`config.mk`:
```
export PLATFORM = sky130hd
export DESIGN_NAME = if_id_stage
export DESIGN_NICKNAME = d
export VERILOG_FILES = /design/src/rtl/if_id_stage.sv
export SDC_FILE = /design/constraint.sdc
export NUM_CORES = 1
export LEC_CHECK = 0
export CORE_ASPECT_RATIO = 0.7
export CORE_MARGIN = 8
export CORE_UTILIZATION = 30
export DETAILED_ROUTE_END_ITERATION = 10
export GPL_ROUTABILITY_DRIVEN = 1
export SLEW_MARGIN = 20
export SYNTH_ARGS = -nofsm -noshare
export SYNTH_HDL_FRONTEND = slang
export SYNTH_SLANG_ARGS = --single-unit
```
`constraint.sdc`:
```
create_clock -name clk_i -period 2.57 [get_ports clk_i]
set_input_delay 0.3855 -clock clk_i [delete_from_list [all_inputs] [get_ports clk_i]]
set_output_delay 0.3855 -clock clk_i [all_outputs]
set_load 0.01 [all_outputs]
```
`src/rtl/if_id_stage.sv`:
```
// IF/ID pipeline register with load-use hazard detection, stall and flush.
// Defining IF_ID_STAGE_PERF_CNT_EN adds saturating stall/flush performance counters.
module if_id_stage (
   input  logic        clk_i,
   input  logic        rst_i,
   input  logic [31:0] nextInstrAddr_i,
   input  logic [31:0] instr_i,
   input  logic        flush_i,
   input  logic        IDEX_memRead_i,
   input  logic [4:0]  IDEX_rt_i,
   output logic [31:0] instr_o,
   output logic [31:0] nextInstrAddr_o,
   output logic        valid_o,
   output logic        pcWrite_o,
   output logic        bubble_o,
   output logic [15:0] stallCount_o,
   output logic [15:0] flushCount_o
);

   logic [31:0] r_instr;
   logic [31:0] r_next_addr;
   logic        r_valid;
   logic        w_rs_match;
   logic        w_rt_match;
   logic        w_hazard;

   // Load-use hazard: the load in ID/EX writes a register the decoded instruction reads.
   always_comb begin
      w_rs_match = (IDEX_rt_i == r_instr[25:21]);
      w_rt_match = (IDEX_rt_i == r_instr[20:16]);
      w_hazard   = IDEX_memRead_i & r_valid & (IDEX_rt_i != 5'd0) & (w_rs_match | w_rt_match);
   end

   // Pipeline register: flush wins over stall, stall holds, otherwise load.
   always_ff @(posedge clk_i or posedge rst_i) begin
      if (rst_i) begin
         r_instr     <= 32'h0000_0000;
         r_next_addr <= 32'h0000_0000;
         r_valid     <= 1'b0;
      end else if (flush_i) begin
         r_instr     <= 32'h0000_0000;
         r_next_addr <= nextInstrAddr_i;
         r_valid     <= 1'b0;
      end else if (!w_hazard) begin
         r_instr     <= instr_i;
         r_next_addr <= nextInstrAddr_i;
         r_valid     <= 1'b1;
      end
   end

   assign instr_o         = r_instr;
   assign nextInstrAddr_o = r_next_addr;
   assign valid_o         = r_valid;
   assign pcWrite_o       = ~w_hazard;
   assign bubble_o        = w_hazard;

`ifdef IF_ID_STAGE_PERF_CNT_EN
   logic [15:0] r_stall_cnt;
   logic [15:0] r_flush_cnt;

   // Saturating counters; a flushed stall cycle counts as a flush only.
   always_ff @(posedge clk_i or posedge rst_i) begin
      if (rst_i) begin
         r_stall_cnt <= 16'd0;
         r_flush_cnt <= 16'd0;
      end else if (flush_i) begin
         if (r_flush_cnt != 16'hFFFF) begin
            r_flush_cnt <= r_flush_cnt + 16'd1;
         end
      end else if (w_hazard) begin
         if (r_stall_cnt != 16'hFFFF) begin
            r_stall_cnt <= r_stall_cnt + 16'd1;
         end
      end
   end

   assign stallCount_o = r_stall_cnt;
   assign flushCount_o = r_flush_cnt;
`else
   assign stallCount_o = 16'd0;
   assign flushCount_o = 16'd0;
`endif

endmodule

```
## Word level (Yosys, flattened, before mapping)

Cells that the tools add are included.

- Mux-type cells: 6
- Equality and inequality tests: 3
- Reduce and logical (&&, ||, !) cells: 1
- Bitwise operators: 5

Operators with widths:

| operator | count |
|---|---|
| $mux 32 | 4 |
| $eq 5x5->1 | 2 |
| $reduce_bool 5->1 | 1 |
| $and 1x1->1 | 3 |
| $mux 1 | 2 |
| $ne 2x2->1 const B | 1 |
| $not 1->1 | 1 |
| $or 1x1->1 | 1 |

- Bits in registers: 65

## Logic depth before layout (Yosys ltp)

Gate-level depths: netlist of run 1.

- Word-level depth: 5
- Depth in mapped cells: 6

## Worst setup path before layout of run 1

Ideal clock, no wire load.

- Kind: input port to output port
- Start: input IDEX_rt_i[0]
- End: output pcWrite_o
- Required time: 2184 ps
- Path slack: 610 ps
- Stages on the path: 5
- Data arrival time: 1575 ps
- Buffers on the path: 1
- Path through: or4_1 -> o211ai_2 -> nor2_2 -> buf_4 -> inv_1

- Word-level cells in the longest chain between the ends: 4

Ends and longest elaborated chain:

| element | line | RTL |
|---|---|---|
| from (decl) | 10 | `input logic [4:0] IDEX_rt_i,` |
| $eq 5x5->1 (tied with other cells) | 29 | `w_rs_match = (IDEX_rt_i == r_instr[25:21]);` |
| $or 1x1->1 / $and 1x1->1 (equally long branches) | 31 | `w_hazard = IDEX_memRead_i & r_valid & (IDEX_rt_i != 5'd0) & (w_rs_match \| w_rt_match);` |
| $and 1x1->1 * | 31 |  |
| net bubble_o | 15 | `output logic bubble_o,` |
| $not 1->1 * | 54 | `assign pcWrite_o = ~w_hazard;` |
| to (decl) | 14 | `output logic pcWrite_o,` |

Mark *: on every way through the listed nets, which the timed path passes. The rest lies on a longest branch.

## Worst setup path after layout of run 1

- Start: input IDEX_rt_i[2]
- End: output pcWrite_o

- Word-level cells in the longest chain between the ends: 4

Ends and longest elaborated chain:

| element | line |
|---|---|
| $eq 5x5->1 (tied with other cells) | 29 |
| $or 1x1->1 / $and 1x1->1 (equally long branches) | 31 |
| $and 1x1->1 * | 31 |
| $not 1->1 * | 54 |

Mark *: on every way between the ends. The rest lies on a longest branch, timed or not.

==> results of run 1 <==
==> cells by family after synthesis <==
logic type,Yosys count
AO/OA/AOI/OAI,2
XOR/XNOR,10
buffers and inverters,48
flip-flops,65
multiplexers,64
other,1
AND/OR/NAND/NOR,71
==> how the worst max path moves through the flow <==
stage               slack [ns]         end         start
detailed placement       -0.07    bubble_o  IDEX_rt_i[2]
finish                    0.20   pcWrite_o  IDEX_rt_i[2]
global placement         -0.07   pcWrite_o  IDEX_rt_i[0]
CTS                       0.17   pcWrite_o  IDEX_rt_i[2]
floorplan                 0.56  instr_o[0]         rst_i
global route              0.04   pcWrite_o  IDEX_rt_i[2]
==> placed cells by master (no fill, tap or decap) <==
| master | count |
|---|---|
| a22oi_2 | 1 |
| mux2_4 | 30 |
| inv_1 | 1 |
| clkinvlp_4 | 1 |
| clkinv_2 | 3 |
| or4_1 | 1 |
| clkbuf_16 | 9 |
| nor2_1 | 2 |
| dlygate4sd2_1 | 2 |
| mux2_2 | 2 |
| xor2_1 | 10 |
| bufinv_16 | 2 |
| clkdlybuf4s50_1 | 137 |
| o211ai_2 | 1 |
| nor3_1 | 2 |
| buf_12 | 4 |
| dfrtp_1 | 65 |
| nor2_4 | 1 |
| conb_1 | 32 |
| inv_2 | 2 |
| nor3_4 | 1 |
| nand2_1 | 64 |
| clkbuf_1 | 1 |
| buf_4 | 14 |
| mux2i_1 | 32 |
==> cells in the mapped netlist, drive strengths merged <==
cell,n
a22oi,1
mux2,32
nand2,64
clkbuf,7
or4,1
buf,38
conb,1
o211ai,1
nor2,3
nor3,3
inv,3
mux2i,32
xor2,10
dfrtp,65
==> where the power goes <==
part	internal, mW	switching (mW)	total [mW]
clock network	0.843	0.430	1.27
registers	1.08	0.0381	1.12
logic	0.276	0.184	0.459
total	2.20	0.651	2.85
==> through the flow <==
step | std cells | hold WS (ns) | setup WS [ns] | setup TNS (ns)
floorplan | 292 | 0.519 | 0.558 | 0
global placement | 536 | 0.491 | -0.0683 | -0.127
detailed placement | 536 | 0.492 | -0.0674 | -0.903
CTS | 552 | 0.444 | 0.173 | 0
finish | 552 | 0.433 | 0.203 | 0
global route | 552 | 0.492 | 0.0405 | 0
==> worst register-to-register path: cells and delay by family, from the launching register on <==
kind | cells | cell delay [ns]
buf+inv | 3 | 0.49
xor+xnor | 1 | 0.16
mux | 1 | 0.31
flops | 1 | 0.42
simple gates | 2 | 0.41
compound gates | 1 | 0.14
==> layer usage <==
layer / share of wire, % / track usage [%] / up-vias
li1: - / - / 1090
met1: 45 / 16.1 / 1121
met2: 45 / 19.2 / 91
met3: 9.4 / 6.32 / 8
met4: 0.76 / 3.49 / 0
met5: 0 / 0 / -
==> registers in the layout, summed over array words and instances, names as in the netlist <==
| name | cells |
|---|---|
| nextInstrAddr_o | 32 |
| instr_o | 32 |
| valid_o | 1 |
==> final cells by class <==
type	instances	share of cell area [%]
tap	132	3.30
multi-input combinational	179	26.3
clock buffer	10	4.57
sequential	65	32.5
timing repair buffer	157	31.4
inverter	3	0.225
clock inverter	6	1.65
==> flow_summary_export.csv, run 1 <==
group,metric,value,unit
run_status,outcome,"complete, no violations",
finish,final_util,48.7,%
finish,antenna_cells,0,
cts,clock-root-buffer,"clkbuf_16",
finish,area.sequential,1630,um2
setup_path,reg2reg_to,"nextInstrAddr_o[7]",
floorplanning,core_area,10300,um2
setup_path,r2r_slack,0.52,ns
global_route,grt_pass1_wl,14.3,mm
finish,syn_to_final_growth,58.8,%
cts,ctsResizeCount,3,
global_route,grtUsageTotal,12.8,%
drt,post-route-drc-count,0,
timing,slew_headroom,62.0,%
logic_synthesis,synthTopCellsByArea,"dfrtp_1 (52%), mux2_4 (14%), mux2i_1 (10%)",
global_route,antenna_found_initial,0,
finish,drive_gt1_share,16.9,%
placed_design,place_hpwl,6.92,mm
cts,clk_pin_slew,0.05,ns
job,cap_viol_max_count,0,
logic_synthesis,synthAdderAreaFrac,0,%
placed_design,placed_area,4690,um2
cts,cts_hold_buf,0,
cts,post_cts_buffers,0,
global_route,grt_overflow,0,
timing,fin_crit,2.37,ns
finish,multi_input_area,1320,um2
setup_path,required,2.18,ns
finish,nFillCells,960,
setup_path,path_buf_inv,4,
floorplanning,initial_utilization,30.7,%
logic_synthesis,synthXorXnorAreaFrac,2.78,%
logic_synthesis,synth_top_family_by_area,"multiplexers",
timing,tightest_slew,0.570,ns
placed_design,gp_congestion,0.718,
global_route,grt_pass1_vias,2525,
floorplanning,fp.dieW,139,um
cts,clock_sinks,65,
floorplanning,dieArea,14100,um2
setup_path,cp_num_cells,8,
finish,stdcell_area,5010,um2
setup_path,cp_slowest_stage_delay,0.46,ns
setup_path,r2r_cells,8,
timing,hold_viol,0,
logic_synthesis,syn_area,3150,um2
setup_path,cp_cell_sequence,"clkdlybuf4s50_1 -> buf_4 -> xor2_1 -> nor3_1 -> a22oi_2 -> nor2_4 -> inv_1 -> dlygate4sd2_1",
global_route,grt_max_degree,38,
logic_synthesis,synth-seq-area-share,51.6,%
timing,finalSetupViolations,0,
floorplanning,ios,172,
cts,cts_buffer_depth,2,
pwr,leakage,2.16,nW
logic_synthesis,synth.avg_cell_area,12.1,um2
cts,cts_tree,"built",
logic_synthesis,ys_seq_elements,65,
logic_synthesis,synth.area.mux_share,25.2,%
pwr,ir_worst_vdd,388,uV
floorplanning,num_rows,31,
drt,drtPass1Iterations,4,
setup_path,cp_slowest_cell,"clkdlybuf4s50_1",
hold_path,worstHoldPathType,"in -> async",
cts,cts_made_buffers,9,
floorplanning,die_h,102,um
logic_synthesis,synth_compound_area_share,0.635,%
placed_design,io_buffers,139,
timing,finalCritPeriodShare,92.1,%
timing,slew_violations,0,
logic_synthesis,yosysTopAreaCell,"dfrtp_1",
drt,routed_wl,8.97,mm
setup_path,path_class,"in -> out",
setup_path,r2r-start,"instr_o[23]",
cts,clk_latency,0.32,ns
setup_path,crit_fanout,3,
setup_path,end_kind,"output port",
setup_path,crit_arrival,1.98,ns
drt,drt_iter0_drc,106,
cts,h-tree-depth,3,
timing,skew,0.00381,ns
setup_path,critPathLaunchType,"primary input",
drt,vias,2310,
drt,ant_nets,0,
logic_synthesis,synth_simple_gate_area_share,9.13,%
logic_synthesis,yosysTopAreaCellShare,51.6,%
logic_synthesis,yosysWarnings,0,
finish,fin_nets,488,
timing,rsz0062_at_grt,"no",
setup_path,crit_family,"buffers and inverters",
drt,vias_per_cell,4.18,
pwr,fin_total_pwr,2.85,mW
pwr,powerDensity,570,nW/um2
logic_synthesis,netlist-cell-type-count,18,
logic_synthesis,syn-instance-count,261,
timing,maxClockFrequency,0.422,GHz
drt,wl_per_cell,16.3,um
Note: power is estimated with default switching activity, not from simulation.
==> run 2, diff against run 1 <==
Settings changed: HOLD_SLACK_MARGIN from default to 0.06.
==> results of run 2 <==
Final layout, timing and power as in run 1 (identical DEF).
==> run 3, diff against run 2 <==
Settings changed: GPL_TIMING_DRIVEN from default to 0.
==> flow_summary_export.csv, run 3 (same netlist as run 1, synthesis figures left out) <==
group,metric,value,unit
setup_path,required,2.18,ns
timing,slew_headroom,64.0,%
pwr,leakage,2.32,nW
drt,routed_wl,9.23,mm
finish,nFillCells,944,
finish,stdcell_area,5230,um2
setup_path,r2r-start,"instr_o[16]",
setup_path,crit_arrival,2.04,ns
job,cap_viol_max_count,0,
floorplanning,initial_utilization,30.7,%
setup_path,crit_start,"IDEX_rt_i[2]",
timing,fin_crit,2.43,ns
global_route,grt_pass1_wl,14.4,mm
drt,vias,2372,
timing,tightest_slew,0.540,ns
cts,clock_sinks,65,
timing,hold_viol,0,
setup_path,path_class,"in -> out",
setup_path,end_kind,"output port",
global_route,grtUsageTotal,13.1,%
drt,ant_nets,0,
cts,clk_latency,0.32,ns
setup_path,cp_slowest_cell,"or4_4",
drt,vias_per_cell,4.08,
drt,drt_iter0_drc,73,
placed_design,placed_area,4850,um2
pwr,powerDensity,576,nW/um2
timing,fin_hold_ws,0.397,ns
finish,antenna_cells,0,
drt,post-route-drc-count,0,
floorplanning,ios,172,
timing,rsz0062_at_grt,"no",
placed_design,io_buffers,139,
setup_path,crit_fanout,5,
cts,cts_tree,"built",
timing,tns,0,ns
setup_path,cp_cell_sequence,"clkdlybuf4s50_1 -> or4_4 -> o211ai_4 -> nor2_4 -> inv_1 -> dlygate4sd2_1",
cts,cts_buffer_depth,2,
floorplanning,fp.dieW,139,um
finish,final_util,50.8,%
timing,slew_violations,0,
hold_path,worstHoldPathType,"in -> async",
drt,drtPass1Iterations,4,
finish,layout_common_cells,"clkdlybuf4s50_1 (135), dfrtp_1 (65), nand2_1 (64), buf_4 (37)",
cts,clk_pin_slew,0.05,ns
placed_design,dpl.cell_count,564,
floorplanning,dieArea,14100,um2
placed_design,place_hpwl,7.08,mm
timing,finalSetupViolations,0,
cts,clock-root-buffer,"clkbuf_16",
finish,fin_nets,518,
floorplanning,core_area,10300,um2
finish,fin_cells,582,
finish,area.sequential,1630,um2
setup_path,critPathLaunchType,"primary input",
finish,drive_gt1_share,21.1,%
floorplanning,num_rows,31,
finish,syn_to_final_growth,65.7,%
global_route,grt_pass1_vias,2562,
run_status,outcome,"complete, no violations",
floorplanning,die_h,102,um
cts,h-tree-depth,3,
setup_path,cp_slowest_stage_delay,0.52,ns
drt,wl_per_cell,15.9,um
pwr,ir_worst_vdd,274,uV
placed_design,gp_congestion,0.704,
timing,maxClockFrequency,0.412,GHz
timing,finalCritPeriodShare,94.5,%
timing,skew,0.00245,ns
cts,cts_made_buffers,9,
finish,layout_commonest_cell,"clkdlybuf4s50_1",
global_route,antenna_found_initial,0,
global_route,grt_max_degree,38,
global_route,grt_overflow,0,
finish,multi_input_area,1330,um2
-- run 3: final timing paths --
path	endpoint	depth (start not counted)	slack (ns)
max	pcWrite_o	6	0.14
min	nextInstrAddr_o[20]	2	0.40
max reg2reg	nextInstrAddr_o[30]	6	0.52
min reg2reg	nextInstrAddr_o[25]	1	0.51
max in group asynchronous	valid_o	3	1.65
min in group clk_i	nextInstrAddr_o[25]	1	0.51
-- run 3: layout make-up --
class	count	area share [%]
inverter	3	0.263
multi-input combinational	179	25.5
clock buffer	10	4.57
timing repair buffer	143	27.3
tap	132	3.16
sequential	65	31.1
buffer	44	6.03
clock inverter	6	2.01
-- run 3: power by group --
group / total (mW) / internal (mW) / switching (mW) / leakage, nW
registers: 1.12 / 1.08 / 0.0368 / 0.797
clock network: 1.40 / 0.968 / 0.432 / 0.172
logic: 0.491 / 0.300 / 0.192 / 1.35
-- run 3: through the flow --
step / setup WS, ns / total power [mW]
after CTS: 0.138 / 3.06
after floorplan: 0.558 / 1.35
after global placement: -0.737 / 1.62
final: 0.142 / 3.01
after global routing: 0.0598 / 3.14
after detailed placement: -0.626 / 1.63
-- run 3: worst max-delay path, delay by kind of cell --
kind,cells,cell delay [ns]
buffers and inverters,3,0.79
and+or+nand+nor,2,0.62
AOI/OAI and AO/OA,1,0.24
-- run 3: per-layer routing --
layer | vias to the layer above | part of all wire, % | GRT usage [%]
met4 | 0 | 0.94 | 3.74
met5 | - | 0 | 0
met1 | 1113 | 44 | 16.3
met2 | 95 | 45 | 19.9
li1 | 1155 | - | -
met3 | 9 | 9.6 | 6.37
-- run 3: timing repair --
action,in CTS,in global routing
hold buffers,0,0
buffers inserted,3,0
gates resized for setup,8,0
setup endpoints to repair,2,0
